### config.mk
export PLATFORM = sky130hd
export DESIGN_NAME = spy_cmd_decoder
export DESIGN_NICKNAME = d
export VERILOG_FILES = /design/src/rtl/spy_cmd_decoder.sv
export SDC_FILE = /design/constraint.sdc
export NUM_CORES = 1
export LEC_CHECK = 0
export ABC_AREA = 1
export BUFFER_PORTS_ARGS = -buffer_cell sky130_fd_sc_hd__buf_2
export CORE_UTILIZATION = 35
export CTS_BUF_LIST = sky130_fd_sc_hd__clkbuf_8
export CTS_CLUSTER_DIAMETER = 60
export DETAILED_ROUTE_END_ITERATION = 12
export GPL_TIMING_DRIVEN = 0
export PLACE_DENSITY = 0.66
export SYNTH_ARGS = -nofsm -noshare
export SYNTH_HDL_FRONTEND = slang
export SYNTH_SLANG_ARGS = --single-unit
### constraint.sdc
create_clock -name clk -period 2.25 [get_ports clk]
set_clock_uncertainty 0.2 [all_clocks]
set_input_delay 0.675 -clock clk [delete_from_list [all_inputs] [get_ports clk]]
set_output_delay 0.675 -clock clk [all_outputs]
set_load 0.05 [all_outputs]
### src/rtl/spy_cmd_decoder.sv
`default_nettype none
// ============================================================================
//  Module      : spy_cmd_decoder
//  Description : Serial spy-port command decoder. It turns command bytes from
//                the UART receiver into spy-bus read/write cycles and returns
//                read data to the UART transmitter as four nibble-encoded
//                bytes (0x30|d[3:0], 0x40|d[7:4], 0x50|d[11:8], 0x60|d[15:12]).
//
//  Ports       : clk, reset        - clock, synchronous active-high reset
//                rx_data/rx_valid  - command byte + one-cycle strobe
//                tx_data/tx_req    - byte offered to the transmitter
//                tx_ack            - transmitter accepts when tx_req && tx_ack
//                spy_in/spy_out    - spy bus read data / write data register
//                eadr              - spy register address {opcode[0], arg}
//                dbread/dbwrite    - spy read / write strobes
//                rx_overrun        - sticky: byte arrived outside IDLE
//
//  Optional    : SPY_WRITE_ECHO_EN - when defined, each write is followed by
//                an ECHO state that sends the original command byte once.
//
//  Revision    : 1.0 - initial release
// ============================================================================
module spy_cmd_decoder #(
    parameter int unsigned READ_CYCLES  = 2,
    parameter int unsigned WRITE_CYCLES = 2
) (
    input  logic        clk,
    input  logic        reset,
    input  logic [7:0]  rx_data,
    input  logic        rx_valid,
    output logic [7:0]  tx_data,
    output logic        tx_req,
    input  logic        tx_ack,
    input  logic [15:0] spy_in,
    output logic [15:0] spy_out,
    output logic [4:0]  eadr,
    output logic        dbread,
    output logic        dbwrite,
    output logic        rx_overrun
);

    localparam int unsigned     c_CW      = 8;
    localparam logic [c_CW-1:0] c_RD_LAST = c_CW'(READ_CYCLES - 1);
    localparam logic [c_CW-1:0] c_WR_LAST = c_CW'(WRITE_CYCLES - 1);

    typedef enum logic [2:0] {
        S_IDLE = 3'd0,
        S_RD   = 3'd1,
        S_TX   = 3'd2,
`ifdef SPY_WRITE_ECHO_EN
        S_ECHO = 3'd4,
`endif
        S_WR   = 3'd3
    } state_t;

    state_t          r_state;
    state_t          w_next;
    logic [15:0]     r_data;
    logic [15:0]     r_rdat;
    logic [4:0]      r_eadr;
    logic [c_CW-1:0] r_cnt;
    logic [1:0]      r_idx;
    logic            r_ovr;
`ifdef SPY_WRITE_ECHO_EN
    logic [7:0]      r_cmd;
`endif

    logic [3:0] w_opc;
    logic [3:0] w_arg;
    logic       w_accept;
    logic       w_is_rd;
    logic       w_is_wr;
    logic       w_rd_last;
    logic       w_wr_last;
    logic [7:0] w_tx_data;

    assign w_opc     = rx_data[7:4];
    assign w_arg     = rx_data[3:0];
    // Bytes are only taken in IDLE; anything else counts as an overrun.
    assign w_accept  = rx_valid && (r_state == S_IDLE);
    assign w_is_rd   = (w_opc == 4'h8) || (w_opc == 4'h9);
    assign w_is_wr   = (w_opc == 4'hA) || (w_opc == 4'hB);
    assign w_rd_last = (r_cnt == c_RD_LAST);
    assign w_wr_last = (r_cnt == c_WR_LAST);

    // ------------------------------------------------------------------
    // State register
    // ------------------------------------------------------------------
    always_ff @(posedge clk) begin
        if (reset) begin
            r_state <= S_IDLE;
        end else begin
            r_state <= w_next;
        end
    end

    // ------------------------------------------------------------------
    // Next state and outputs (all outputs decode from registered state so
    // strobes and tx_req drop in the first cycle after reset is sampled)
    // ------------------------------------------------------------------
    always_comb begin
        w_next    = r_state;
        w_tx_data = 8'h00;
        case (r_state)
            S_IDLE: begin
                if (w_accept && w_is_rd) begin
                    w_next = S_RD;
                end else if (w_accept && w_is_wr) begin
                    w_next = S_WR;
                end
            end
            S_RD: begin
                if (w_rd_last) begin
                    w_next = S_TX;
                end
            end
            S_TX: begin
                case (r_idx)
                    2'd0:    w_tx_data = {4'h3, r_rdat[3:0]};
                    2'd1:    w_tx_data = {4'h4, r_rdat[7:4]};
                    2'd2:    w_tx_data = {4'h5, r_rdat[11:8]};
                    default: w_tx_data = {4'h6, r_rdat[15:12]};
                endcase
                if (tx_ack && (r_idx == 2'd3)) begin
                    w_next = S_IDLE;
                end
            end
            S_WR: begin
                if (w_wr_last) begin
`ifdef SPY_WRITE_ECHO_EN
                    w_next = S_ECHO;
`else
                    w_next = S_IDLE;
`endif
                end
            end
`ifdef SPY_WRITE_ECHO_EN
            S_ECHO: begin
                w_tx_data = r_cmd;
                if (tx_ack) begin
                    w_next = S_IDLE;
                end
            end
`endif
            default: w_next = S_IDLE;
        endcase
    end

`ifdef SPY_WRITE_ECHO_EN
    assign tx_req = (r_state == S_TX) || (r_state == S_ECHO);
`else
    assign tx_req = (r_state == S_TX);
`endif
    assign tx_data    = w_tx_data;
    assign dbread     = (r_state == S_RD);
    assign dbwrite    = (r_state == S_WR);
    assign eadr       = r_eadr;
    assign spy_out    = r_data;
    assign rx_overrun = r_ovr;

    // ------------------------------------------------------------------
    // Datapath registers
    // ------------------------------------------------------------------
    always_ff @(posedge clk) begin
        if (reset) begin
            r_data <= 16'h0000;
            r_rdat <= 16'h0000;
            r_eadr <= 5'd0;
            r_cnt  <= '0;
            r_idx  <= 2'd0;
            r_ovr  <= 1'b0;
`ifdef SPY_WRITE_ECHO_EN
            r_cmd  <= 8'h00;
`endif
        end else begin
            // Strobe-width counter restarts whenever a strobe phase ends.
            if ((r_state == S_RD && !w_rd_last) || (r_state == S_WR && !w_wr_last)) begin
                r_cnt <= r_cnt + c_CW'(1);
            end else begin
                r_cnt <= '0;
            end

            if (w_accept) begin
                case (w_opc)
                    4'h3:    r_data[3:0]   <= w_arg;
                    4'h4:    r_data[7:4]   <= w_arg;
                    4'h5:    r_data[11:8]  <= w_arg;
                    4'h6:    r_data[15:12] <= w_arg;
                    default: ;
                endcase
                if (w_is_rd || w_is_wr) begin
                    r_eadr <= {w_opc[0], w_arg};
`ifdef SPY_WRITE_ECHO_EN
                    r_cmd  <= rx_data;
`endif
                end
            end

            if ((r_state == S_RD) && w_rd_last) begin
                r_rdat <= spy_in;
            end

            // Index wraps 3 -> 0 on the last accept, ready for the next read.
            if ((r_state == S_TX) && tx_ack) begin
                r_idx <= r_idx + 2'd1;
            end

            if (rx_valid && (r_state != S_IDLE)) begin
                r_ovr <= 1'b1;
            end
        end
    end

endmodule
`default_nettype wire

==> results of run 1 <==
[power by group through the flow]
stage	clock network [mW]	registers [mW]	logic, mW
after floorplan	0	1.00	0.253
after global placement	0	0.955	0.405
after detailed placement	0	0.956	0.408
after CTS	0.540	0.942	0.491
after global routing	0.580	0.949	0.583
final	0.530	0.944	0.536
[worst max-delay path, stage by stage (launching register included)]
cell and delay [ns]:
dfxtp_4 0.39, inv_4 0.09, ha_4 0.17, nand2_2 0.08, a31oi_4 0.19, buf_6 0.18
[metrics by stage]
stage / total power, mW / TNS [ns]
after floorplan: 1.26 / -0.277
after global placement: 1.36 / -0.0119
after detailed placement: 1.36 / -0.0277
after CTS: 1.97 / -0.0688
after global routing: 2.11 / -0.461
final: 2.01 / -0.0653
[cell usage after synthesis]
cell,instances,area (sq um)
nor4_2,1,12.5
nor2_2,2,12.5
nor3b_1,3,22.5
buf_6,1,11.3
nand3_1,36,180
nor2_1,25,93.8
inv_2,1,3.75
o21ai_0,13,65.1
a21oi_1,43,215
a31oi_1,4,25.0
buf_2,2,10.0
xor2_1,1,8.76
and2_1,1,6.26
clkbuf_1,4,15.0
conb_1,1,3.75
dfxtp_1,50,1000
clkinv_1,1,3.75
ha_1,7,87.6
a221oi_1,1,8.76
nor3_1,4,20.0
inv_1,26,97.6
buf_4,3,22.5
nand2_1,63,236
nand4_1,2,12.5
[per-layer routing]
| layer | track usage | up-vias | part of all wire | wire (um) |
|---|---|---|---|---|
| li1 | - | 1121 | - | - |
| met4 | 0.0571 | 0 | 0.012 | 63 |
| met5 | 0 | - | 0 | 0 |
| met2 | 0.295 | 55 | 0.47 | 2500 |
| met3 | 0.0427 | 6 | 0.062 | 332 |
| met1 | 0.213 | 985 | 0.46 | 2450 |
[state kept, by name, summed over array words and instances (netlist names)]
signal	cells
spy_out	16
eadr	5
rx_overrun	1
r_state	2
r_cnt	8
r_rdat	16
r_idx	2
[area by class of cell]
type,instances,area (sq um)
timing repair buffer,67,408
multi-input combinational,207,1210
sequential,50,1010
clock buffer,6,82.6
buffer,10,58.8
clock inverter,2,8.76
fill,592,2970
inverter,28,115
tap,75,93.8
[path summary, 6_finish.rpt]
kind / cells past startpoint / startpoint / end / slack, ns
setup / recovery: 5 / r_idx[0] / tx_data[3] / -0.02
hold / removal: 2 / spy_out[5] / spy_out[5] / 0.27
setup reg to reg: 9 / r_cnt[0] / r_rdat[3] / 0.45
hold reg to reg: 2 / spy_out[5] / spy_out[5] / 0.27
[placed cells by master, fill, tap and decap left out, drive strengths merged]
| cell type | n |
|---|---|
| nand4 | 2 |
| a221oi | 1 |
| clkinv | 2 |
| o21ai | 13 |
| nor4 | 1 |
| and2 | 1 |
| buf | 72 |
| nor2 | 27 |
| dfxtp | 50 |
| nor3b | 3 |
| nand2 | 63 |
| conb | 1 |
| a21oi | 43 |
| clkbuf | 11 |
| ha | 7 |
| a31oi | 4 |
| xor2 | 1 |
| nand3 | 36 |
| nor3 | 4 |
| inv | 28 |
[timing repair]
item,CTS,global route
endpoints found under the setup margin,8,8
hold endpoints to repair,0,0
pin swaps,4,6
resized for setup,46,19
setup buffers,7,1
[cell families (layout without fill, tap and decap cells)]
family                   after synthesis  in the layout
flip-flops                            50             50
AO/OA/AOI/OAI                         61             61
AND/OR/NAND/NOR                      137            137
other                                  1              1
adder cells (fa/ha/maj)                7              7
XOR/XNOR                               1              1
buffers and inverters                 38            113
==> reports/metrics.cfg, run 1 <==
[outcome]
status=finished with violations
violations=negative setup slack

[drt]
vias_per_cell=4.87
drt_iter0_drc=68
firstDrtPassIters=4
drc_errors=0
postRouteAntennaNets=0
dr_total_vias=2167
routed_wirelength_mm=5.34
wire_per_inst_um=12.0

[floorplanning]
die_y_um=80.8
io_pins=61
core-area_sq_mm=0.00596
die_x_um=80.8
rows=28
start_util=0.365
dieArea_sq_mm=0.00654

[place]
port_buffers=59
dp.cells=429
gp_congestion=0.800
pre_cts_slack_ns=-0.0277
dpl_cell_area_sq_mm=0.00264
dpl.hpwl_mm=3.89

[clock_network]
cts_tree=built
numCtsBuffers=5
cts-hold-fix-buffers=0
clkTransAtPathRegs_ns=0.09
clockBufferDepth=2
numClockSinks=50
cts_root_buffer=clkbuf_8
worstSkewPairLatency_ns=0.30
htree_levels=2

[yosys]
synth-seq-area-share=0.460
muxShareOfSynthArea=0
synth-xor-area-share=0.00403
synth_top_family_by_area=simple AND/OR/NAND/NOR gates
yosys.area_share.simple=0.274
synth_cell_type_count=24
synthAdderAreaFrac=0.0403
ys_ff_latch=50
synth_compound_area_frac=0.144
syn-num-nets=330
yosys_warnings=0
syn_avg_cell_area_sq_um=7.38
postSynthCellCount=295
syn-cell-area_sq_mm=0.00218

[power]
switching_share=0.331
p_int_mw=1.35
pwr-share-clk=0.264
ir_drop_mv=0.390
combPwrFrac=0.266
p_per_area_mw_per_mm2=673
netSwitchingPower_mw=0.665
leakage_nw=1.22
pwr-share-seq=0.470

[critical_path]
required_ns=1.37
cp-start-kind=flip-flop
cp-end-kind=primary output
worstPathArrival_ns=1.40
crit_type=flip-flop to primary output
critPathMaxFanout=5

[timing]
tightestPinTransition_ns=0.521
timing.final.ws_setup_ns=-0.0239
hold_ws_ns=0.265
min_period_over_period=1.01
rsz0062_at_grt=true
fmax_mhz=440
slew_violations=0
slew_headroom=0.653
finalHoldViolCount=0
setup-violations-final=5
period_minus_slack_ns=2.27

[cells_and_area]
postLayoutCellArea_sq_mm=0.00299
num-nets-final=404
drive_above_1_share=0.324
post-route-util=0.501
syn2layout_area_growth_pct=37.3
stdcell_count=445
diodes=0

[min_path]
min_path_type=flip-flop to flip-flop

[global_route]
grt_pass1_vias=1963
grt_max_degree=15
grt_overflow_total=0
grt_usage=0.174
grt_pass1_wl_mm=8.78
antenna_found_initial=0

[flow_run]
maxCapViolations=0

No activity file was read; power rests on OpenSTA's default activity.
==> inputs of run 2 (changes only) <==
==> constraint.sdc (replaced) <==
create_clock -name clk -period 2.8 [get_ports clk]
set_clock_uncertainty 0.2 [all_clocks]
set_input_delay 0.84 -clock clk [delete_from_list [all_inputs] [get_ports clk]]
set_output_delay 0.84 -clock clk [all_outputs]
set_load 0.05 [all_outputs]
==> run 2 against run 1 <==
The run now ends clean. Combinational power is 40% lower. Sequential power shrank 20%. Largest cell class unchanged. Critical endpoint is now tx_data[0]. Sequential cell count did not move. Critical path depth unchanged. Register-to-register slack gained 0.55 ns. Power fell by 27%. Cell area decreased by 9.0%. Via count is 4.7% lower. Sequential share of layout area rose by 2.9 points. Critical path type unchanged.
==> reports/metrics.cfg, run 2 (synthesis results as in run 1) <==
[outcome]
status=finished clean

[critical_path]
cp-end-kind=primary output
required_ns=1.76  ; +0.39 ns
critical_path.max_stage_delay_ns=0.44  ; +0.05 ns
worstSetupPathDepth=5  ; unchanged
cp-start-kind=flip-flop
worstPathArrival_ns=1.62  ; +0.22 ns
crit_start=r_state[1]
cp_top_family=flip-flops
crit_type=flip-flop to primary output
critPathMaxFanout=8  ; +3
cp_num_buf_inv=2  ; unchanged
r2r_cells=9  ; unchanged
slowest_stage=dfxtp_1
crit_path_cell_trace=inv_1, nor2_4, o21ai_0, a31oi_2, buf_2
worstReg2RegStart=r_cnt[0]

[clock_network]
cts_tree=built
htree_levels=2  ; unchanged
postCtsSetupBuffers=0  ; -7
clkTransAtPathRegs_ns=0.08  ; about the same
numClockSinks=50  ; unchanged
cts-hold-fix-buffers=0  ; unchanged
worstSkewPairLatency_ns=0.29  ; about the same
cts_root_buffer=clkbuf_8
clockBufferDepth=2  ; unchanged
numCtsBuffers=5  ; unchanged

[place]
dp.cells=429  ; unchanged
port_buffers=59  ; unchanged
dpl.hpwl_mm=3.97  ; +2.0%
gp_congestion=0.795  ; -0.65%

[drt]
wire_per_inst_um=11.8  ; -1.7%
routed_wirelength_mm=5.13  ; -3.9%
postRouteAntennaNets=0  ; unchanged
firstDrtPassIters=4  ; unchanged
dr_total_vias=2065  ; -4.7%
drt_iter0_drc=55  ; -19%
drc_errors=0  ; unchanged
vias_per_cell=4.75  ; -2.5%

[min_path]
min_path_type=flip-flop to flip-flop
whs_path_depth=2  ; unchanged
min_from=r_rdat[15]

[global_route]
grt_usage=0.166  ; -0.00746
grt_pass1_wl_mm=8.21  ; -6.4%
grt_max_degree=14  ; -1
antenna_found_initial=0  ; unchanged
grt_overflow_total=0  ; unchanged
grt_pass1_vias=1875  ; -4.5%

[floorplanning]
die_y_um=80.8  ; unchanged
core-area_sq_mm=0.00596  ; unchanged
rows=28  ; unchanged
start_util=0.365  ; unchanged
dieArea_sq_mm=0.00654  ; unchanged
io_pins=61  ; unchanged
die_x_um=80.8  ; unchanged

[timing]
finalHoldViolCount=0  ; unchanged
slew_violations=0  ; unchanged
setup-violations-final=0  ; -5
fin_tns_setup_ns=0  ; +0.0653 ns
rsz0062_at_grt=false
period_minus_slack_ns=2.66
slew_headroom=0.666  ; +0.0134
min_period_over_period=0.950
tightestPinTransition_ns=0.497  ; -0.0239 ns
hold_ws_ns=0.263  ; -0.00195 ns
fmax_mhz=376

[cells_and_area]
num-nets-final=396  ; -2.0%
stdcell_count=435  ; -2.2%
post-route-util=0.457  ; -0.0450
layout_commonest_cell=nand2_1
syn2layout_area_growth_pct=25.0
diodes=0  ; unchanged
drive_above_1_share=0.222  ; -0.102
mostFrequentLayoutCells=nand2_1, buf_2, dfxtp_1, a21oi_1, nand3_1

[power]
ir_drop_mv=0.305  ; -22%
power_mw=1.48  ; -27%
leakage_nw=1.14  ; -6.2%
p_per_area_mw_per_mm2=543  ; -19%

[flow_run]
maxCapViolations=0  ; unchanged

## run 2: cell types whose count changed in the layout (fill, tap and decap cells not counted), sizes merged
cell    delta
clkbuf     +2
inv        -1
clkinv     -1
buf       -10
## run 2: report_power, final
| group | total, mW | switching (mW) | internal [mW] |
|---|---|---|---|
| logic | 0.320 | 0.236 | 0.0832 |
| registers | 0.753 | 0.0206 | 0.733 |
| clock network | 0.403 | 0.213 | 0.191 |
## run 2: cell type report
| class | count | area, sq um |
|---|---|---|
| Fill cell | 628 | 3240 |
| Tap cell | 75 | 93.8 |
| Multi-Input combinational cell | 207 | 1070 |
| Clock buffer | 6 | 82.6 |
| Buffer | 10 | 58.8 |
| Timing Repair Buffer | 59 | 303 |
| Sequential cell | 50 | 1000 |
| Inverter | 28 | 105 |
## run 2: what timing repair did
| item | in CTS | in global routing |
|---|---|---|
| endpoints found under the setup margin | 1 | 4 |
| gates resized for setup | 1 | 7 |
| gates cloned | 0 | 0 |
| hold endpoints to repair | 0 | 0 |
## run 2: metal layers
layer | GRT usage | share of wire
met3 | 0.0607 | 0.069
met4 | 0.0518 | 0.0058
met5 | 0 | 0
met1 | 0.185 | 0.46
met2 | 0.292 | 0.46
## run 2: per-stage QoR
stage               cell area [sq um]  setup WS (ns)
finish                           2720          0.141
global route                     2720        0.00204
CTS                              2710         0.0314
detailed placement               2620          0.321
global placement                 2620          0.362
floorplan                        2230        -0.0681
## run 2: final timing paths
path,to,slack (ns)
worst max-delay path,tx_data[0],0.14
worst min-delay path,r_rdat[15],0.26
worst max register to register,r_rdat[13],1.00
worst min register to register,r_rdat[15],0.26
## run 2: worst register-to-register path, cell delays in order (launching register included)
cell and delay [ns]:
dfxtp_1 0.39, ha_1 0.18, nand2_1 0.05, nor2_1 0.09, nand2_1 0.10, inv_2 0.16, nand2_1 0.19, buf_6 0.20
nand2_1 0.06, a21oi_1 0.06
